$ cat src/rtl/or_arbiter_pkg.sv
// Shared types and default sizing for the OR arbiter slice.
package or_arbiter_pkg;

    localparam int N_DEF = 4;
    localparam int W_DEF = 8;

    typedef enum logic [1:0] {
        IDLE  = 2'd0,
        GRANT = 2'd1,
        RESP  = 2'd2
    } state_t;

endpackage

$ cat src/rtl/or_unit.sv
// Shared bitwise-OR datapath; result width equals operand width.
module or_unit
    import or_arbiter_pkg::*;
#(
    parameter int W = W_DEF
) (
    input  logic [W-1:0] a,
    input  logic [W-1:0] b,
    output logic [W-1:0] c
);

    assign c = a | b;

endmodule

$ cat src/rtl/or_arbiter.sv
// Round-robin arbiter granting N requesters access to one shared OR unit.
// Define OR_ARBITER_LOCK_EN to add the lock input that pins rr_ptr on the winner.
module or_arbiter
    import or_arbiter_pkg::*;
#(
    parameter int N = N_DEF,
    parameter int W = W_DEF
) (
    input  logic                 clk,
    input  logic                 rst_n,
    input  logic [N-1:0]         req,
    input  logic [N*W-1:0]       op_a,
    input  logic [N*W-1:0]       op_b,
    output logic [N-1:0]         gnt,
    output logic [W-1:0]         res,
    output logic                 res_valid,
    output logic [$clog2(N)-1:0] res_id,
    output logic                 busy
`ifdef OR_ARBITER_LOCK_EN
    ,
    input  logic [N-1:0]         lock
`endif
);

    localparam int IW = $clog2(N);

    state_t        state, state_nxt;
    logic [IW-1:0] rr_ptr, sel;
    logic [IW-1:0] pick, hi_pick, lo_pick;
    logic          hi_found, lo_found;
    logic [W-1:0]  a_sel, b_sel, or_c;
    logic          lock_hold;

    // Lowest requester at/above rr_ptr wins; otherwise wrap to the lowest below it.
    always_comb begin
        hi_found = 1'b0;
        lo_found = 1'b0;
        hi_pick  = '0;
        lo_pick  = '0;
        for (int unsigned j = 0; j < N; j++) begin
            if (req[j]) begin
                if (j >= 32'(rr_ptr)) begin
                    if (!hi_found) begin
                        hi_found = 1'b1;
                        hi_pick  = IW'(j);
                    end
                end else if (!lo_found) begin
                    lo_found = 1'b1;
                    lo_pick  = IW'(j);
                end
            end
        end
        pick = hi_found ? hi_pick : lo_pick;
    end

    always_comb begin
        a_sel     = '0;
        b_sel     = '0;
        lock_hold = 1'b0;
        for (int unsigned j = 0; j < N; j++) begin
            if (sel == IW'(j)) begin
                a_sel = op_a[j*W +: W];
                b_sel = op_b[j*W +: W];
`ifdef OR_ARBITER_LOCK_EN
                lock_hold = lock[j];
`endif
            end
        end
    end

    or_unit #(.W(W)) u_or_unit (
        .a (a_sel),
        .b (b_sel),
        .c (or_c)
    );

    always_comb begin
        state_nxt = state;
        case (state)
            IDLE:    if (|req) state_nxt = GRANT;
            GRANT:   state_nxt = RESP;
            RESP:    state_nxt = IDLE;
            default: state_nxt = IDLE;
        endcase
    end

    always_comb begin
        gnt = '0;
        for (int unsigned j = 0; j < N; j++) begin
            gnt[j] = (state == GRANT) && (sel == IW'(j));
        end
        res_valid = (state == RESP);
        busy      = (state != IDLE);
    end

    // Result is registered at the end of GRANT, so it holds through RESP and beyond.
    always_ff @(posedge clk or negedge rst_n) begin
        if (!rst_n) begin
            state  <= IDLE;
            sel    <= '0;
            rr_ptr <= '0;
            res    <= '0;
            res_id <= '0;
        end else begin
            state <= state_nxt;
            if (state == IDLE) begin
                sel <= pick;
            end
            if (state == GRANT) begin
                res    <= or_c;
                res_id <= sel;
                if (lock_hold) begin
                    rr_ptr <= sel;
                end else if (sel == IW'(N-1)) begin
                    rr_ptr <= '0;
                end else begin
                    rr_ptr <= sel + 1'b1;
                end
            end
        end
    end

endmodule

$ cat config.mk
export PLATFORM = sky130hd
export DESIGN_NAME = or_arbiter
export DESIGN_NICKNAME = d
export VERILOG_FILES = /design/src/rtl/or_arbiter_pkg.sv /design/src/rtl/or_unit.sv /design/src/rtl/or_arbiter.sv
export SDC_FILE = /design/constraint.sdc
export NUM_CORES = 1
export LEC_CHECK = 0
export BUFFER_PORTS_ARGS = -buffer_cell sky130_fd_sc_hd__clkbuf_2
export CAP_MARGIN = 10
export CORE_UTILIZATION = 30
export CTS_CLUSTER_SIZE = 16
export DETAILED_ROUTE_END_ITERATION = 6
export PLACE_DENSITY = 0.68
export SLEW_MARGIN = 10
export SYNTH_ARGS = -nofsm -noshare
export SYNTH_HDL_FRONTEND = slang
export SYNTH_SLANG_ARGS = --single-unit
$ cat constraint.sdc
create_clock -name clk -period 1.4 [get_ports clk]
set_input_delay 0.14 -clock clk [delete_from_list [all_inputs] [get_ports clk]]
set_output_delay 0.14 -clock clk [all_outputs]
set_load 0.02 [all_outputs]
==> results of run 1 <==
[cell type report]
cell class                 count  area share [%]
sequential                    16           20.95
multi-input combinational     94           38.12
clock buffer                   4           1.893
timing repair buffer         107           34.79
tap                           46           3.003
inverter                       5           1.240
[worst max-delay path by stage]
| stage | to | cells past startpoint |
|---|---|---|
| after floorplan | res[0]$_DFFE_PN0P_ | 6 |
| after global placement | res[5]$_DFFE_PN0P_ | 5 |
| after detailed placement | res[5]$_DFFE_PN0P_ | 5 |
| after CTS | gnt[3] | 5 |
| after global routing | gnt[1] | 5 |
| final | gnt[1] | 5 |
[per-layer routing]
layer	GRT usage [%]	share of wire, %
met1	20.07	41
met2	30.77	49
met3	5.109	8.5
met4	5.814	1.3
met5	0	0
[cell usage in the layout (no fill, tap or decap), types with 2 or more instances in the layout]
cell,instances
clkbuf_2,81
nor2_1,28
a221oi_2,8
o21ai_0,6
a22o_1,8
ha_4,4
o211ai_1,8
clkbuf_4,3
nor2b_1,2
nand2_1,5
buf_8,3
buf_6,11
o21ai_2,6
inv_4,2
dfrtp_1,15
and2_4,4
inv_1,2
buf_4,11
[power breakdown]
| group | internal, uW | switching [uW] |
|---|---|---|
| sequential | 703 | 173 |
| clock | 159 | 165 |
| combinational | 1440 | 1420 |
| total | 2300 | 1760 |
[flip-flops by register name, summed over array words and instances, names as in the netlist]
signal and count:
state 2, sel 2, rr_ptr 2, res 8
res_id 2
[per-stage QoR]
stage	cells	util, %	setup WS, ns	cell area (sq um)
after floorplan	120	-	0.02902	1096
after global placement	256	47.14	-0.3717	1610
after detailed placement	256	47.14	-0.4872	1610
after CTS	267	52.12	-0.1440	1780
after global routing	272	56.12	-0.1705	1917
final	272	56.12	-0.1391	1917
[worst max-delay path, cell delays in order (launching register included)]
cell	delay, ns
dfrtp_2	0.45
buf_6	0.13
ha_4	0.16
buf_6	0.11
and2_4	0.13
buf_8	0.12
[repair_timing]
item / in CTS / in global routing
hold buffers: 1 / 0
pin swaps: 2 / 15
endpoints found under the hold margin: 16 / 0
resized for setup: 25 / 31
endpoints found under the setup margin: 12 / 12
setup buffers: 6 / 6
[logic make-up after synthesis]
family                     count (synthesis)  share of synthesized area [%]
AOI/OAI and AO/OA                         43                          33.30
adders and majority gates                  4                          4.577
buffers and inverters                     10                          5.720
DFF                                       16                          36.61
and+or+nand+nor                           47                          19.79
==> results.cfg, run 1 <==
[synth]
synth.area.top_cells = dfrtp_1 37%, a221oi_2 11%, nor2_1 10%
ys_seq_elements = 16
synth_top_area_share_pct = 36.61
async_flop_share_pct = 100.0
synthTopCellsByCount = 29 x nor2_1, 16 x dfrtp_1, 13 x o21ai_0
synth_area_sq_um = 1094
synth_ff_type = dfrtp_1
syn-num-nets = 194
post-synth-top-area-cell = dfrtp_1
synth.distinct_cells = 25
synth_edf_count = 0
syn_inst = 120
yosysSeqAreaShare_pct = 36.61
yosys_warnings = 0
avgSynthCellArea_sq_um = 9.113
synth.most_common_cell = nor2_1

[sta]
max_freq_mhz = 649.7
drv_slew = 0
holdWs_ns = 0.1167
worst_pin_slew_ns = 0.4272
tns_ns = -0.6817
fin_crit_sh_pct = 109.9
rsz0062_at_grt = true
setup_violations = 11
finalHoldViolations = 0
finalClockSkew_ns = 0.01254
slew_headroom_pct = 71.52
period_minus_slack_ns = 1.539
setup_slack_ns = -0.1391

[status]
status = finished with violations
violations = negative setup slack

[worst_setup_path]
rr_startpoint = sel[0]$_DFFE_PN0N_
critPathKind = reg -> out
critPathRequiredTime_ns = 1.26
arrival_ns = 1.40
endpoint_kind = output port
r2r_setup_slack_ns = -0.06
crit_path_start_kind = register
startpoint = sel[0]$_DFFE_PN0N_
r2r_end = res[5]$_DFFE_PN0P_
cp_max_fo = 3
r2r_cells = 7

[clock_tree]
cts_max_path_buffers = 2
cts_tree = done
insertion_delay_ns = 0.30
clk_pin_slew_ns = 0.09
root_buffer = clkbuf_4
cts_buffers = 3
htree_num_levels = 1
clkSinkCount = 16

[die]
die_y_microns = 62.38
dieWidth_microns = 62.38
initial_core_util_pct = 32.01
dieArea_sq_um = 3891
fp-row-count = 21
core-area_sq_um = 3416
ios = 86

[grt]
grt.total_usage_pct = 17.44
antenna_found_initial = 0
gr-total-overflow = 0
grt_max_degree = 17
grt_pass1_vias = 1223
grt_first_pass_wirelength_microns = 5354

[detailed_routing]
via_count = 1308
via_per_inst = 4.809
drc_errors = 0
dr.pass1.iters = 4
routed_wl_microns = 3450
drt_iter0_drc = 36
antenna_left = 0
wire_per_inst_microns = 12.68

[finish]
layout-drive-gt1-share_pct = 62.83
antenna_cells = 0
area_delta_synth_final_pct = 75.29
multi_input_area_sq_um = 730.7
filler_cell_count = 325
seq_area_sq_um = 401.6
fin_nets = 301

[power_and_ir_drop]
finalPower_uw = 4068
powerDensity_nw_per_um2 = 2122
leakagePower_uw = 0.0009853
peakVddDrop_v = 0.001295

[placed_design]
place.gp.congestion = 0.7416
io_buffers = 85
dp_hpwl_microns = 2607

[hold_path]
min_path_cells = 3
hold_class = in -> reg
hp-start = req[2]
whs_endpoint = sel[1]$_DFFE_PN0N_

[job]
max_cap_violations = 0
(Power assumes the default switching activity.)
==> inputs of run 2 (changes only) <==
--- a/config.mk
+++ b/config.mk
@@ -7,10 +7,10 @@
 export LEC_CHECK = 0
 export BUFFER_PORTS_ARGS = -buffer_cell sky130_fd_sc_hd__clkbuf_2
 export CAP_MARGIN = 10
-export CORE_UTILIZATION = 30
+export CORE_UTILIZATION = 32
 export CTS_CLUSTER_SIZE = 16
 export DETAILED_ROUTE_END_ITERATION = 6
-export PLACE_DENSITY = 0.68
+export PLACE_DENSITY = 0.72
 export SLEW_MARGIN = 10
 export SYNTH_ARGS = -nofsm -noshare
 export SYNTH_HDL_FRONTEND = slang
==> run 2 against run 1 <==
The run still ends with negative setup slack left. Core utilization is 4.8 points higher. Sequential cell count stayed put. Final area is 0.20% higher. Clock skew is 0.011 ns lower. Clock-buffer cell count stayed put. Combinational power is 1% higher. Total power is 1.2% higher. First-iteration DRC count is 31% higher. Largest power group unchanged.
==> results.cfg, run 2 (same netlist as run 1, synthesis figures left out) <==
[status]
status = finished with violations
violations = negative setup slack

[die]
dieArea_sq_um = 3655
core-area_sq_um = 3153
dieWidth_microns = 60.46
fp-row-count = 20
die_y_microns = 60.46
ios = 86
initial_core_util_pct = 34.68

[grt]
gr-total-overflow = 0
grt_pass1_vias = 1127
grt.total_usage_pct = 19.14
grt_first_pass_wirelength_microns = 5085
grt_max_degree = 17
antenna_found_initial = 0

[finish]
fin_nets = 299
area_delta_synth_final_pct = 75.63
antenna_cells = 0
top_register = res
layout_commonest_cell = clkbuf_2
layout-drive-gt1-share_pct = 62.05
final_cell_mix = 81 x clkbuf_2, 28 x nor2_1, 15 x dfrtp_1
largest_register_ffs = 8

[sta]
holdWs_ns = 0.1149
finalHoldViolations = 0
rsz0062_at_grt = true
period_minus_slack_ns = 1.554
worst_pin_slew_ns = 0.4251
drv_slew = 0
setup_slack_ns = -0.1541
setup_violations = 12
finalClockSkew_ns = 0.002017
slew_headroom_pct = 71.66
fin_crit_sh_pct = 111.0
max_freq_mhz = 643.5

[job]
max_cap_violations = 0

[worst_setup_path]
critPathMaxStageDelay_ns = 0.45
arrival_ns = 1.41
cp_common_cell = buf_6
cpMaxStageDelayCell = dfrtp_2
endpoint_kind = output port
cp_max_fo = 5
crit_path_start_kind = register
critPathRequiredTime_ns = 1.26
worst_path_dominant_cell_family = flip-flops
cp_num_buf_inv = 3
crit_chain = buf_6 > ha_4 > buf_6 > and2_4 > buf_8
critPathKind = reg -> out

[detailed_routing]
wire_per_inst_microns = 13.35
dr.pass1.iters = 4
drt_iter0_drc = 47
via_count = 1275
antenna_left = 0
drc_errors = 0
via_per_inst = 4.757
routed_wl_microns = 3578

[power_and_ir_drop]
pwr-share-comb_pct = 70.6
leakagePower_uw = 0.0009835
p_int_uw = 2327
swShare_pct = 43.49
powerDensity_nw_per_um2 = 2144
seqPwrFrac_pct = 21.6
pwr-share-clk_pct = 7.9
finalPower_uw = 4118
peakVddDrop_v = 0.001208
power.switching_uw = 1791

[clock_tree]
root_buffer = clkbuf_4
cts_tree = done
cts_max_path_buffers = 2
insertion_delay_ns = 0.30
clkSinkCount = 16
cts_buffers = 3
clk_pin_slew_ns = 0.10
htree_num_levels = 1

[placed_design]
place.gp.congestion = 0.7690
dp_hpwl_microns = 2631
io_buffers = 85

[hold_path]
hold_class = in -> reg
==> run 2: cell types whose count changed in the layout (fill, tap and decap cells not counted) <==
cell / before / now
buf_12: 0 / 1
o21ai_0: 6 / 7
buf_4: 11 / 7
buf_8: 3 / 4
nand2b_2: 1 / 0
nand2b_4: 1 / 2
o21ai_2: 6 / 5
==> run 2: final timing paths <==
| check | start | end | slack, ns | cells past startpoint |
|---|---|---|---|---|
| max reg2reg | sel[0]$_DFFE_PN0N_ | res[0]$_DFFE_PN0P_ | -0.08 | 7 |
| min reg2reg | res_id[1]$_DFFE_PN0P_ | res_id[1]$_DFFE_PN0P_ | 0.50 | 2 |
| min | req[3] | state[0]$_DFFE_PN0P_ | 0.11 | 3 |
| max in group asynchronous | rst_n | sel[0]$_DFFE_PN0N_ | 0.78 | 2 |
| min in group asynchronous | rst_n | state[0]$_DFFE_PN0P_ | 0.30 | 2 |
| max | sel[0]$_DFFE_PN0N_ | gnt[3] | -0.15 | 5 |
==> run 2: power by group through the flow <==
stage	logic, uW	registers [uW]	clock network (uW)
global route	3140	919	350
finish	2910	888	324
detailed placement	2130	880	0
global placement	2100	878	0
CTS	2660	878	326
floorplan	1320	1030	0
==> run 2: final cells by class <==
| type | instances | area [sq um] |
|---|---|---|
| multi-input combinational | 94 | 732.0 |
| inverter | 5 | 23.77 |
| fill | 275 | 1232 |
| clock buffer | 4 | 36.28 |
| tap | 44 | 55.05 |
| timing repair buffer | 105 | 671.9 |
| sequential | 16 | 401.6 |
==> run 2: routing by layer <==
layer  wire [microns]  up-vias  track usage, %  part of all wire [%]
li1                 -      646               -                     -
met1             1500      565           22.06                    42
met2             1789       59           35.95                    50
met3              247        5           4.478                   6.9
met4               40        0           3.896                   1.1
met5                0        -               0                     0
==> run 2: what timing repair did <==
| item | 4_1_cts | 5_1_grt |
|---|---|---|
| buffers inserted | 8 | 2 |
| gates resized for setup | 37 | 18 |
| hold buffers | 1 | 0 |
| hold endpoints to repair | 16 | 0 |
| pin swaps | 4 | 11 |
| endpoints found under the setup margin | 12 | 12 |
==> run 2: worst reg2reg max path: cells and delay by family, from the launching register on <==
family          cells  cell delay (ns)
simple gates        1             0.12
compound gates      2             0.25
buf+inv             3             0.40
fa+ha+maj           1             0.15
flops               1             0.45
==> run 2: through the flow <==
step | area (sq um) | setup WS (ns) | std cells | util, % | setup TNS, ns
floorplan | 1096 | 0.02902 | 120 | - | 0
global placement | 1600 | -0.3904 | 253 | 50.75 | -3.104
detailed placement | 1600 | -0.4372 | 253 | 50.75 | -3.428
CTS | 1854 | -0.1519 | 266 | 58.81 | -0.8677
global route | 1921 | -0.2081 | 268 | 60.91 | -1.639
finish | 1921 | -0.1541 | 268 | 60.91 | -1.008
==> inputs of run 3 (changes only) <==
--- a/config.mk
+++ b/config.mk
@@ -7,6 +7,7 @@
 export LEC_CHECK = 0
 export BUFFER_PORTS_ARGS = -buffer_cell sky130_fd_sc_hd__clkbuf_2
 export CAP_MARGIN = 10
+export CORE_ASPECT_RATIO = 0.5
 export CORE_UTILIZATION = 32
 export CTS_CLUSTER_SIZE = 16
 export DETAILED_ROUTE_END_ITERATION = 6
==> run 3 against run 2 <==
The flow still finishes with violations (negative setup slack). Register-to-register slack hardly changed. Clock power is 6% higher. Final cell count is 3.4% lower. Core utilization is 1.4 points lower. Routed wire length is 0.92% lower. Via count is 2.2% higher. Clock-buffer cell count is 1 lower. Die area is 0.38% higher. Non-clock buffer count is 4 lower.
==> results.cfg, run 3 (same netlist as run 1, synthesis figures left out) <==
[status]
status = finished with violations
violations = negative setup slack

[finish]
final_area_sq_um = 1857
area_delta_synth_final_pct = 69.79
antenna_cells = 0
layout-drive-gt1-share_pct = 58.90
largest_register_ffs = 8
top_register = res
final_cell_mix = 82 x clkbuf_2, 28 x nor2_1, 14 x dfrtp_1
fin_nets = 295
layout_commonest_cell = clkbuf_2
fin_cells = 259

[die]
ios = 86
fp-row-count = 14
initial_core_util_pct = 35.07
dieArea_sq_um = 3669
core-area_sq_um = 3118
die_y_microns = 43.34
dieWidth_microns = 84.67

[sta]
max_freq_mhz = 668.8
setup_violations = 12
drv_slew = 0
worst_pin_slew_ns = 0.4164
rsz0062_at_grt = true
tns_ns = -0.7597
slew_headroom_pct = 72.24
finalHoldViolations = 0
finalClockSkew_ns = 0.001901
setup_slack_ns = -0.09528
fin_crit_sh_pct = 106.8
period_minus_slack_ns = 1.495

[grt]
grt_use_met3_pct = 4.571
gr-usage-met2_pct = 35.61
top_usage_layer = met2
gr-total-overflow = 0
antenna_found_initial = 0
grt_pass1_vias = 1243
grt.total_usage_pct = 18.59
grt_first_pass_wirelength_microns = 5361
met1_usage_pct = 21.73
grt_max_degree = 17

[power_and_ir_drop]
peakVddDrop_v = 0.001121
powerDensity_nw_per_um2 = 2150
swShare_pct = 44.23
pwr-share-comb_pct = 68.9
power.switching_uw = 1766
pwr-share-clk_pct = 8.6
p_int_uw = 2227
seqPwrFrac_pct = 22.6
leakagePower_uw = 0.0009487

[detailed_routing]
via_count = 1303
drt_iter0_drc = 38
drc_errors = 0
antenna_left = 0
routed_wl_microns = 3545
wire_per_inst_microns = 13.69
dr.pass1.iters = 6
via_per_inst = 5.031

[placed_design]
io_buffers = 85
placed_area_sq_um = 1595
dp_hpwl_microns = 2558
place.gp.congestion = 0.7456
dp.cells = 249

[clock_tree]
cts_tree = done
cts_buffers = 3
clkSinkCount = 16
root_buffer = clkbuf_8
clk_pin_slew_ns = 0.06
htree_num_levels = 1
cts_max_path_buffers = 2
insertion_delay_ns = 0.25

[job]
max_cap_violations = 0

[worst_setup_path]
crit_path_start_kind = register
critPathRequiredTime_ns = 1.26
cp_max_fo = 4
endpoint_kind = output port
critPathKind = reg -> out
arrival_ns = 1.36

[hold_path]
hold_class = in -> reg
[run 3: cell types whose count changed in the layout (fill, tap and decap cells not counted), moves of 2 or more]
| cell | previous run | this run |
|---|---|---|
| clkbuf_8 | 1 | 3 |
| o21ai_0 | 7 | 13 |
| clkbuf_4 | 3 | 0 |
| buf_6 | 11 | 8 |
| a221oi_2 | 8 | 6 |
| o21ai_2 | 5 | 0 |
| a221oi_4 | 0 | 2 |
[run 3: worst max-delay path, cell delays in order (launching register included)]
cell and delay (ns):
dfrtp_2 0.45, buf_6 0.14, ha_4 0.15, buf_6 0.12, and2_4 0.13, buf_8 0.12
[run 3: timing repair]
item,CTS,global route
pin swaps,2,8
buffers inserted,3,3
setup endpoints to repair,12,12
hold buffers,1,0
gates resized for setup,20,20
endpoints found under the hold margin,16,0
[run 3: power by group through the flow]
| stage | registers, uW | clock network [uW] | logic (uW) |
|---|---|---|---|
| after floorplan | 1030 | 0 | 1320 |
| after global placement | 863 | 0 | 2070 |
| after detailed placement | 868 | 0 | 2130 |
| after CTS | 866 | 349 | 2460 |
| after global routing | 927 | 370 | 2960 |
| final | 901 | 342 | 2750 |
[run 3: per-stage QoR]
stage	setup WS [ns]	hold slack [ns]	utilization, %	total power (uW)
finish	-0.09528	0.1590	59.55	3993
floorplan	0.02902	-0.1556	-	2343
CTS	-0.1102	0.1607	56.30	3673
detailed placement	-0.4698	0.09163	51.16	2995
global placement	-0.3753	0.08130	51.16	2936
global route	-0.1466	0.1807	59.55	4259
[run 3: path summary, 6_finish.rpt]
| path | from | cells past startpoint | endpoint | slack (ns) |
|---|---|---|---|---|
| setup / recovery | sel[0]$_DFFE_PN0N_ | 5 | gnt[1] | -0.1 |
| hold / removal | req[2] | 3 | sel[1]$_DFFE_PN0N_ | 0.16 |
| setup reg to reg | sel[0]$_DFFE_PN0N_ | 6 | res[2]$_DFFE_PN0P_ | -0.09 |
| hold reg to reg | res_id[0]$_DFFE_PN0P_ | 2 | res_id[0]$_DFFE_PN0P_ | 0.49 |
| max in group asynchronous | rst_n | 2 | sel[0]$_DFFE_PN0N_ | 0.72 |
| min in group asynchronous | rst_n | 2 | rr_ptr[1]$_DFFE_PN0P_ | 0.37 |
[run 3: cell type report]
class                   instances  area [sq um]
well taps                      40         50.05
inverters                       5         23.77
clock buffers                   3         41.29
flip-flops and latches         16         402.9
repair buffers                101         620.6
multi-input cells              94         718.2
fillers                       255          1261
[run 3: routing by layer]
layer | routed length (microns) | up-vias
li1 | - | 638
met1 | 1505 | 630
met2 | 1904 | 33
met3 | 106 | 2
met4 | 29 | 0
met5 | 0 | -
